<file path="src/rtl/pc_redirect_unit_pkg.sv">
`default_nettype none
// ============================================================================
// Module : pc_redirect_unit_pkg
// Brief  : State encoding and shared constants for the PC redirect unit.
// Rev    : 1.0  initial release
// ============================================================================
package pc_redirect_unit_pkg;

   localparam logic [1:0] c_ST_BOOT = 2'd0;
   localparam logic [1:0] c_ST_RUN  = 2'd1;
   localparam logic [1:0] c_ST_PEND = 2'd2;

   typedef enum logic [1:0] {
      ST_BOOT = c_ST_BOOT,
      ST_RUN  = c_ST_RUN,
      ST_PEND = c_ST_PEND
   } pcState_t;

   localparam logic [31:0] c_RESET_PC_DEFAULT = 32'h0000_0000;

   // Low address bits that are forced to zero on every redirect target
   localparam logic [1:0]  c_ALIGN_LSB_MASK   = 2'b11;

endpackage : pc_redirect_unit_pkg
`default_nettype wire

</file>
<file path="src/rtl/pc_redirect_unit_pc_next_mux.sv">
`default_nettype none
// ============================================================================
// Module : pc_next_mux
// Brief  : Priority redirect select (taken branch > jr > jump) with word align.
// Rev    : 1.0  initial release
// ============================================================================
module pc_next_mux
   import pc_redirect_unit_pkg::*;
#(
   parameter int PC_W = 32
) (
   input  logic            BranchValid,
   input  logic            BranchFlag,
   input  logic [PC_W-1:0] BranchTarget,
   input  logic            JrValid,
   input  logic [PC_W-1:0] JrTarget,
   input  logic            JumpValid,
   input  logic [PC_W-1:0] JumpTarget,
   output logic [PC_W-1:0] Target,
   output logic            Redirect,
   output logic            TakenBranch
);

   localparam logic [PC_W-1:0] c_ALIGN_MASK = ~{{(PC_W-2){1'b0}}, c_ALIGN_LSB_MASK};

   logic [PC_W-1:0] w_sel;

   always_comb begin
      w_sel       = '0;
      Redirect    = 1'b0;
      TakenBranch = BranchValid & BranchFlag;
      // A taken branch means the ID-stage jr/jump is on the wrong path
      if (TakenBranch) begin
         w_sel    = BranchTarget;
         Redirect = 1'b1;
      end else if (JrValid) begin
         w_sel    = JrTarget;
         Redirect = 1'b1;
      end else if (JumpValid) begin
         w_sel    = JumpTarget;
         Redirect = 1'b1;
      end
   end

   assign Target = w_sel & c_ALIGN_MASK;

endmodule : pc_next_mux
`default_nettype wire

</file>
<file path="src/rtl/pc_redirect_unit.sv">
`default_nettype none
// ============================================================================
// Module : pc_redirect_unit
// Brief  : PC register, redirect FSM and pipeline flush strobes.
// Rev    : 1.0  initial release
// ============================================================================
module pc_redirect_unit
   import pc_redirect_unit_pkg::*;
#(
   parameter int              PC_W     = 32,
   parameter logic [PC_W-1:0] RESET_PC = PC_W'(c_RESET_PC_DEFAULT)
) (
   input  logic            Clk,
   input  logic            Reset,
   input  logic            Stall,
   input  logic            BranchValid,
   input  logic            BranchFlag,
   input  logic [PC_W-1:0] BranchTarget,
   input  logic            JrValid,
   input  logic [PC_W-1:0] JrTarget,
   input  logic            JumpValid,
   input  logic [PC_W-1:0] JumpTarget,
   output logic [PC_W-1:0] PC,
   output logic [PC_W-1:0] PCPlus4,
   output logic            FetchValid,
   output logic            FlushIFID,
   output logic            FlushIDEX,
   output logic            RedirectPending
);

   pcState_t        r_state;
   pcState_t        w_nextState;
   logic [PC_W-1:0] r_pc;
   logic [PC_W-1:0] r_pendTarget;
   logic [PC_W-1:0] w_pcNext;
   logic [PC_W-1:0] w_pendNext;
   logic [PC_W-1:0] w_pcPlus4;
   logic [PC_W-1:0] w_target;
   logic            w_redirect;
   logic            w_taken;

   assign w_pcPlus4 = r_pc + PC_W'(4);
   assign PC        = r_pc;
   assign PCPlus4   = w_pcPlus4;

   pc_next_mux #(
      .PC_W         (PC_W)
   ) u_pcNextMux (
      .BranchValid  (BranchValid),
      .BranchFlag   (BranchFlag),
      .BranchTarget (BranchTarget),
      .JrValid      (JrValid),
      .JrTarget     (JrTarget),
      .JumpValid    (JumpValid),
      .JumpTarget   (JumpTarget),
      .Target       (w_target),
      .Redirect     (w_redirect),
      .TakenBranch  (w_taken)
   );

   always_ff @(posedge Clk or negedge Reset) begin
      if (!Reset) begin
         r_state      <= ST_BOOT;
         r_pc         <= RESET_PC;
         r_pendTarget <= '0;
      end else begin
         r_state      <= w_nextState;
         r_pc         <= w_pcNext;
         r_pendTarget <= w_pendNext;
      end
   end

   always_comb begin
      w_nextState     = r_state;
      w_pcNext        = r_pc;
      w_pendNext      = r_pendTarget;
      FetchValid      = 1'b0;
      FlushIFID       = 1'b0;
      FlushIDEX       = 1'b0;
      RedirectPending = 1'b0;
      case (r_state)
         ST_BOOT: begin
            w_nextState = ST_RUN;
         end
         ST_RUN: begin
            FetchValid = 1'b1;
            FlushIFID  = w_redirect;
            FlushIDEX  = w_taken;
            if (!Stall) begin
               w_pcNext = w_redirect ? w_target : w_pcPlus4;
            end else if (w_redirect) begin
               w_pendNext  = w_target;
               w_nextState = ST_PEND;
            end
         end
         ST_PEND: begin
            // Held fetch is wrong-path; new requests belong to flushed slots
            FetchValid      = 1'b1;
            FlushIFID       = 1'b1;
            RedirectPending = 1'b1;
            if (!Stall) begin
               w_pcNext    = r_pendTarget;
               w_nextState = ST_RUN;
            end
         end
         default: begin
            w_nextState = ST_BOOT;
         end
      endcase
   end

endmodule : pc_redirect_unit
`default_nettype wire

</file>
<file path="config.mk">
export PLATFORM = sky130hd
export DESIGN_NAME = pc_redirect_unit
export DESIGN_NICKNAME = d
export VERILOG_FILES = /design/src/rtl/pc_redirect_unit_pkg.sv /design/src/rtl/pc_redirect_unit_pc_next_mux.sv /design/src/rtl/pc_redirect_unit.sv
export SDC_FILE = /design/constraint.sdc
export NUM_CORES = 1
export LEC_CHECK = 0
export BUFFER_PORTS_ARGS = -buffer_cell sky130_fd_sc_hd__buf_2
export CAP_MARGIN = 20
export CORE_MARGIN = 5
export CORE_UTILIZATION = 45
export DETAILED_ROUTE_END_ITERATION = 8
export GPL_TIMING_DRIVEN = 0
export PLACE_DENSITY = 0.73
export SYNTH_ARGS = -nofsm -noshare
export SYNTH_HDL_FRONTEND = slang
export SYNTH_HIERARCHICAL = 1
export SYNTH_SLANG_ARGS = --single-unit
</file>
<file path="constraint.sdc">
create_clock -name Clk -period 2.4 [get_ports Clk]
set_input_delay 0.36 -clock Clk [delete_from_list [all_inputs] [get_ports Clk]]
set_output_delay 0.36 -clock Clk [all_outputs]
set_load 0.1 [all_outputs]
</file>
; After elaboration in Yosys (flattened, before gate mapping)
; Cells that the tools add are included.
[word_totals]
input_bits = 103
ff_bits = 64
word_cells = 35
[classes]
add_sub_neg = 1
n_reduce_logical = 6
eq_ne = 6
mux = 18
n_bitwise = 1
[op_table]
columns = operator, count
row1 = 32-bit two-way mux, 6
row2 = 32-bit case mux with 2 select lines, 1
row3 = 32-bit by 3-bit adder with 32-bit output (second input constant), 1
row4 = 3-bit AND reduction, 3
row5 = 2-bit inequality test (second input constant), 4
row6 = 1-bit two-way mux, 6
row7 = 2-bit two-way mux, 3
row8 = 2-bit case mux with 3 select lines, 1
row9 = 2-bit by 1-bit == test with 1-bit output (second input constant), 1
row10 = 2-bit == test (second input constant), 1
row11 = 2-bit zero test, 1
row12 = 1-bit case mux with 2 select lines, 1
row13 = 2-bit nonzero test, 1
row14 = 2-bit OR reduction, 1
row15 = 1-bit AND, 1

; Depth between registers and ports, before layout
[logic_depth]
depth_word = 6
depth_mapped = 10

; By module
; The synthesis kept the hierarchy.
[by_module_without_submodules]
columns = module, seq_area_each_um2, cells_per_inst, area_per_inst_um2, instances
row1 = pc_redirect_unit, 1651.6, 401, 3860.0, 1
row2 = pc_next_mux, 0.0, 115, 1067.3, 1

; Worst setup path before layout
; No wires, ideal clock.
[synth_path]
path_type = flip-flop to output port
start = reg r_pc[2], in the netlist PC[2]
end = out PCPlus4[26]
stages_incl_launch_ff = 6
n_path_buf = 0
path_slack_ns = -1.957
t_arrival_ns = 3.997
required_time_ns = 2.040
path_cell_list = dfrtp_1 > ha_1 > nand3_1 > or4_4 > or3_4 > xnor2_1
[synth_via]
elab_chain_cells = 1
[synth_lines]
columns = item, line
row1 = "start, declared", pc_redirect_unit.sv:33  ; logic [PC_W-1:0] r_pc;
row2 = "start signal, assigned", pc_redirect_unit.sv:68  ; r_pc <= w_pcNext;
row3 = 32-bit by 3-bit adder with 32-bit output, pc_redirect_unit.sv:42  ; assign w_pcPlus4 = r_pc + PC_W'(4);
row4 = "end, declared", pc_redirect_unit.sv:24  ; output logic [PC_W-1:0] PCPlus4,
; No other way between the ends.

; Final worst setup path
; Same ends and word-level chain as after synthesis.

==> flow_metrics.tcl <==
set metrics [dict create \
    cts_tree "done" \
    irDropWorstVdd_mv 1.47 \
    track_usage_pct 27.5 \
    synth_edf_count 0 \
    drt-pass1-iter-count 5 \
    seqPwrFrac_pct 20.2 \
    wl_met3_um 1820 \
    antenna_found_initial 0 \
    violations "negative setup slack" \
    vias 5474 \
    hold_path_class "input port to asynchronous set/reset pin" \
    p_leak_uw 0.00346 \
    register_area_um2 1730 \
    tightest_slew_ns 0.906 \
    maxSlewHeadroom_pct 39.6 \
    overflow 0 \
    wirelength_um 18400 \
    cts.htree.levels 3 \
    p_sw_uw 7230 \
    min_period_ns 2.71 \
    layout-drive-gt1-share_pct 56.2 \
    wl_met2_um 8960 \
    setup_viol 17 \
    syn_avg_cell_area_um2 9.55 \
    ys_seq_area_share_pct 33.5 \
    finalHoldViolCount 0 \
    hpwlAfterDp_um 13000 \
    synth_top_area_share_pct 33.5 \
    nets 858 \
    cts.sinks 66 \
    met1_length_um 7250 \
    ys_async_sr_fraction_pct 100 \
    synth_cells 516 \
    ys_seq_elements 66 \
    postLayoutSetupSlackWorst_ns -0.311 \
    yosysTopAreaCell "dfrtp_1" \
    fin_crit_sh_pct 113 \
    gp_congestion 0.919 \
    antenna_cells 0 \
    crit_path_end_kind "output port" \
    rows 38 \
    routed_via_density 6.12 \
    top_layer_used "met4" \
    ant_nets 0 \
    clock_latency_ns 0.35 \
    clk_path_buf_depth 2 \
    clkPwrFrac_pct 8.2 \
    fp.dieH_um 115 \
    dieArea_um2 13100 \
    final_max_slew_viol_count 0 \
    maxCapViolCount 0 \
    num_io_pins 171 \
    final_core_util_pct 72.4 \
    die_w_um 115 \
    grt_pass1_wl_um 28600 \
    numPortBuffers 163 \
    grt_pass1_vias 5433 \
    fillCellCount 782 \
    criticalPathCategory "flip-flop to output port" \
    cp_data_arrival_time_ns 2.35 \
    intPower_uw 4800 \
    fin_worst_skew_ns 0.00807 \
    run_status "complete, but fails checks" \
    syn2layout_area_growth_pct 58.6 \
    syn_area_um2 4930 \
    wire_per_inst_um 20.5 \
    grt_max_degree 67 \
    rsz0062_at_grt "yes" \
    cp.required_ns 2.04 \
    drc 0 \
    start_util_pct 45.7 \
    fmax_ghz 0.369 \
    multi_input_area_um2 3710 \
    start_kind "flip-flop" \
    swShare_pct 60.1 \
    p_per_area_nw_per_um2 1540 \
    yosysWarnings 6 \
    first_iter_violations 468 \
    power_uw 12000 \
    critPathMaxFanout 4 \
    path_clk_slew_ns 0.07 \
    synth_cell_types 55 \
    synth_top_flop_cell "dfrtp_1" \
    p_comb_share_pct 71.6 \
    core_um2 10800 \
    clock-root-buffer "clkbuf_8" \
    cts_hold_buf 0 \
    synth.area.top_cells "dfrtp_1 34%, a2bb2oi_2 9.1%, mux2_2 7.1%" \
    cts_buffers 9 \
]
## layout make-up
| class | count | share of cell area (%) |
|---|---|---|
| Sequential cell | 66 | 22.1 |
| Buffer | 44 | 3.27 |
| Clock inverter | 2 | 0.448 |
| Clock buffer | 14 | 2.08 |
| Timing Repair Buffer | 228 | 21.7 |
| Tap cell | 140 | 2.24 |
| Multi-Input combinational cell | 388 | 47.5 |
| Inverter | 13 | 0.624 |
## power by group through the flow
stage | logic [uW] | registers (uW) | clock network [uW]
finish | 8610 | 2430 | 982
global route | 8940 | 2510 | 1030
CTS | 8450 | 2400 | 988
detailed placement | 7480 | 2540 | 0
global placement | 7390 | 2500 | 0
floorplan | 4500 | 4220 | 0
## state kept, by name, summed over array words and instances (netlist names)
name	flops
PC	32
r_pendTarget	32
r_state	2
## cells by family (layout without fill, tap and decap cells)
group,after synthesis,count (layout),synth area share (%)
AOI/OAI and AO/OA,173,173,28.6
xor gates and xnor gates,28,28,4.98
adders and majority gates,5,5,1.27
buffers and inverters,63,301,6.40
DFF,66,66,33.5
muxes,34,34,7.69
other,1,2,0.0761
and+or+nand+nor,146,146,17.5
## metrics by stage
step           hold WS (ns)  instances  area [um^2]  TNS [ns]  setup WS (ns)
6_report              0.112        895         7820     -2.94         -0.311
5_1_grt               0.189        895         7820     -4.21         -0.359
4_1_cts               0.149        879         7580     -2.89         -0.351
3_3_place_gp          0.464        820         6600    -10.27         -0.575
3_5_place_dp          0.471        820         6600    -12.95         -0.593
2_1_floorplan        0.0644        517         5610     -5.51         -0.407
## synthesized netlist by cell type (all sizes together), types with 3 or more instances
master	count
a21oi	28
a221oi	5
a222oi	4
a22o	4
a22oi	43
a2bb2oi	30
and3	7
buf	27
clkbuf	23
dfrtp	66
ha	5
inv	13
mux2	31
mux2i	3
nand2	20
nand3	17
nand3b	30
nand4	8
nor2	32
nor2b	3
nor3	6
nor4	8
o21ai	33
o22ai	6
o2bb2ai	6
o31a	5
or3	4
or4	4
xnor2	14
xor2	14
## metal layers
layer  GRT usage, %  vias up
met1           36.8     2700
met4           8.16        0
li1               -     2414
met3           6.40       32
met5              0        -
met2           44.2      328
## worst paths after layout
kind	cells past startpoint	endpoint	startpoint	slack, ns
min in group Clk	5	r_pendTarget[6]$_DFFE_PN0P_	JumpTarget[6]	0.43
hold reg to reg	2	r_pendTarget[6]$_DFFE_PN0P_	r_pendTarget[6]$_DFFE_PN0P_	0.49
setup / recovery	7	PCPlus4[26]	PC[2]$_DFFE_PN0P_	-0.31
setup reg to reg	8	PC[26]$_DFFE_PN0P_	PC[2]$_DFFE_PN0P_	0.09
max in group asynchronous	1	PC[5]$_DFFE_PN0P_	Reset	1.57
hold / removal	1	PC[0]$_DFFE_PN0P_	Reset	0.11
## critical path: stages (launching register included)
cell     delay [ns]
dfrtp_4        0.44
buf_6          0.11
ha_4           0.14
nand3_4        0.09
or4_4          0.44
or3_4          0.42
xnor2_4        0.17
buf_12         0.19
## cell usage in the layout (no fill, tap or decap), drive strengths merged, types with 3 or more instances in the layout
cell type,netlist,layout
a22oi,43,43
or4,4,4
a21oi,28,28
o22ai,6,6
dfrtp,66,66
nand3b,30,30
clkbuf,23,33
inv,13,13
buf,27,253
nor3,6,6
o31a,5,5
a221oi,5,5
xnor2,14,14
a222oi,4,4
o2bb2ai,6,6
nand3,17,17
or3,4,4
nor2,32,32
mux2i,3,3
xor2,14,14
o21ai,33,33
nor4,8,8
nand4,8,8
a22o,4,4
nand2,20,20
nor2b,3,3
a2bb2oi,30,30
ha,5,5
and3,7,7
mux2,31,31
## timing repair
action	CTS	global route
setup endpoints to repair	51	47
resized for setup	114	28
buffers inserted	47	19
pin swaps	25	19
Power figures use the tool's default switching activity.
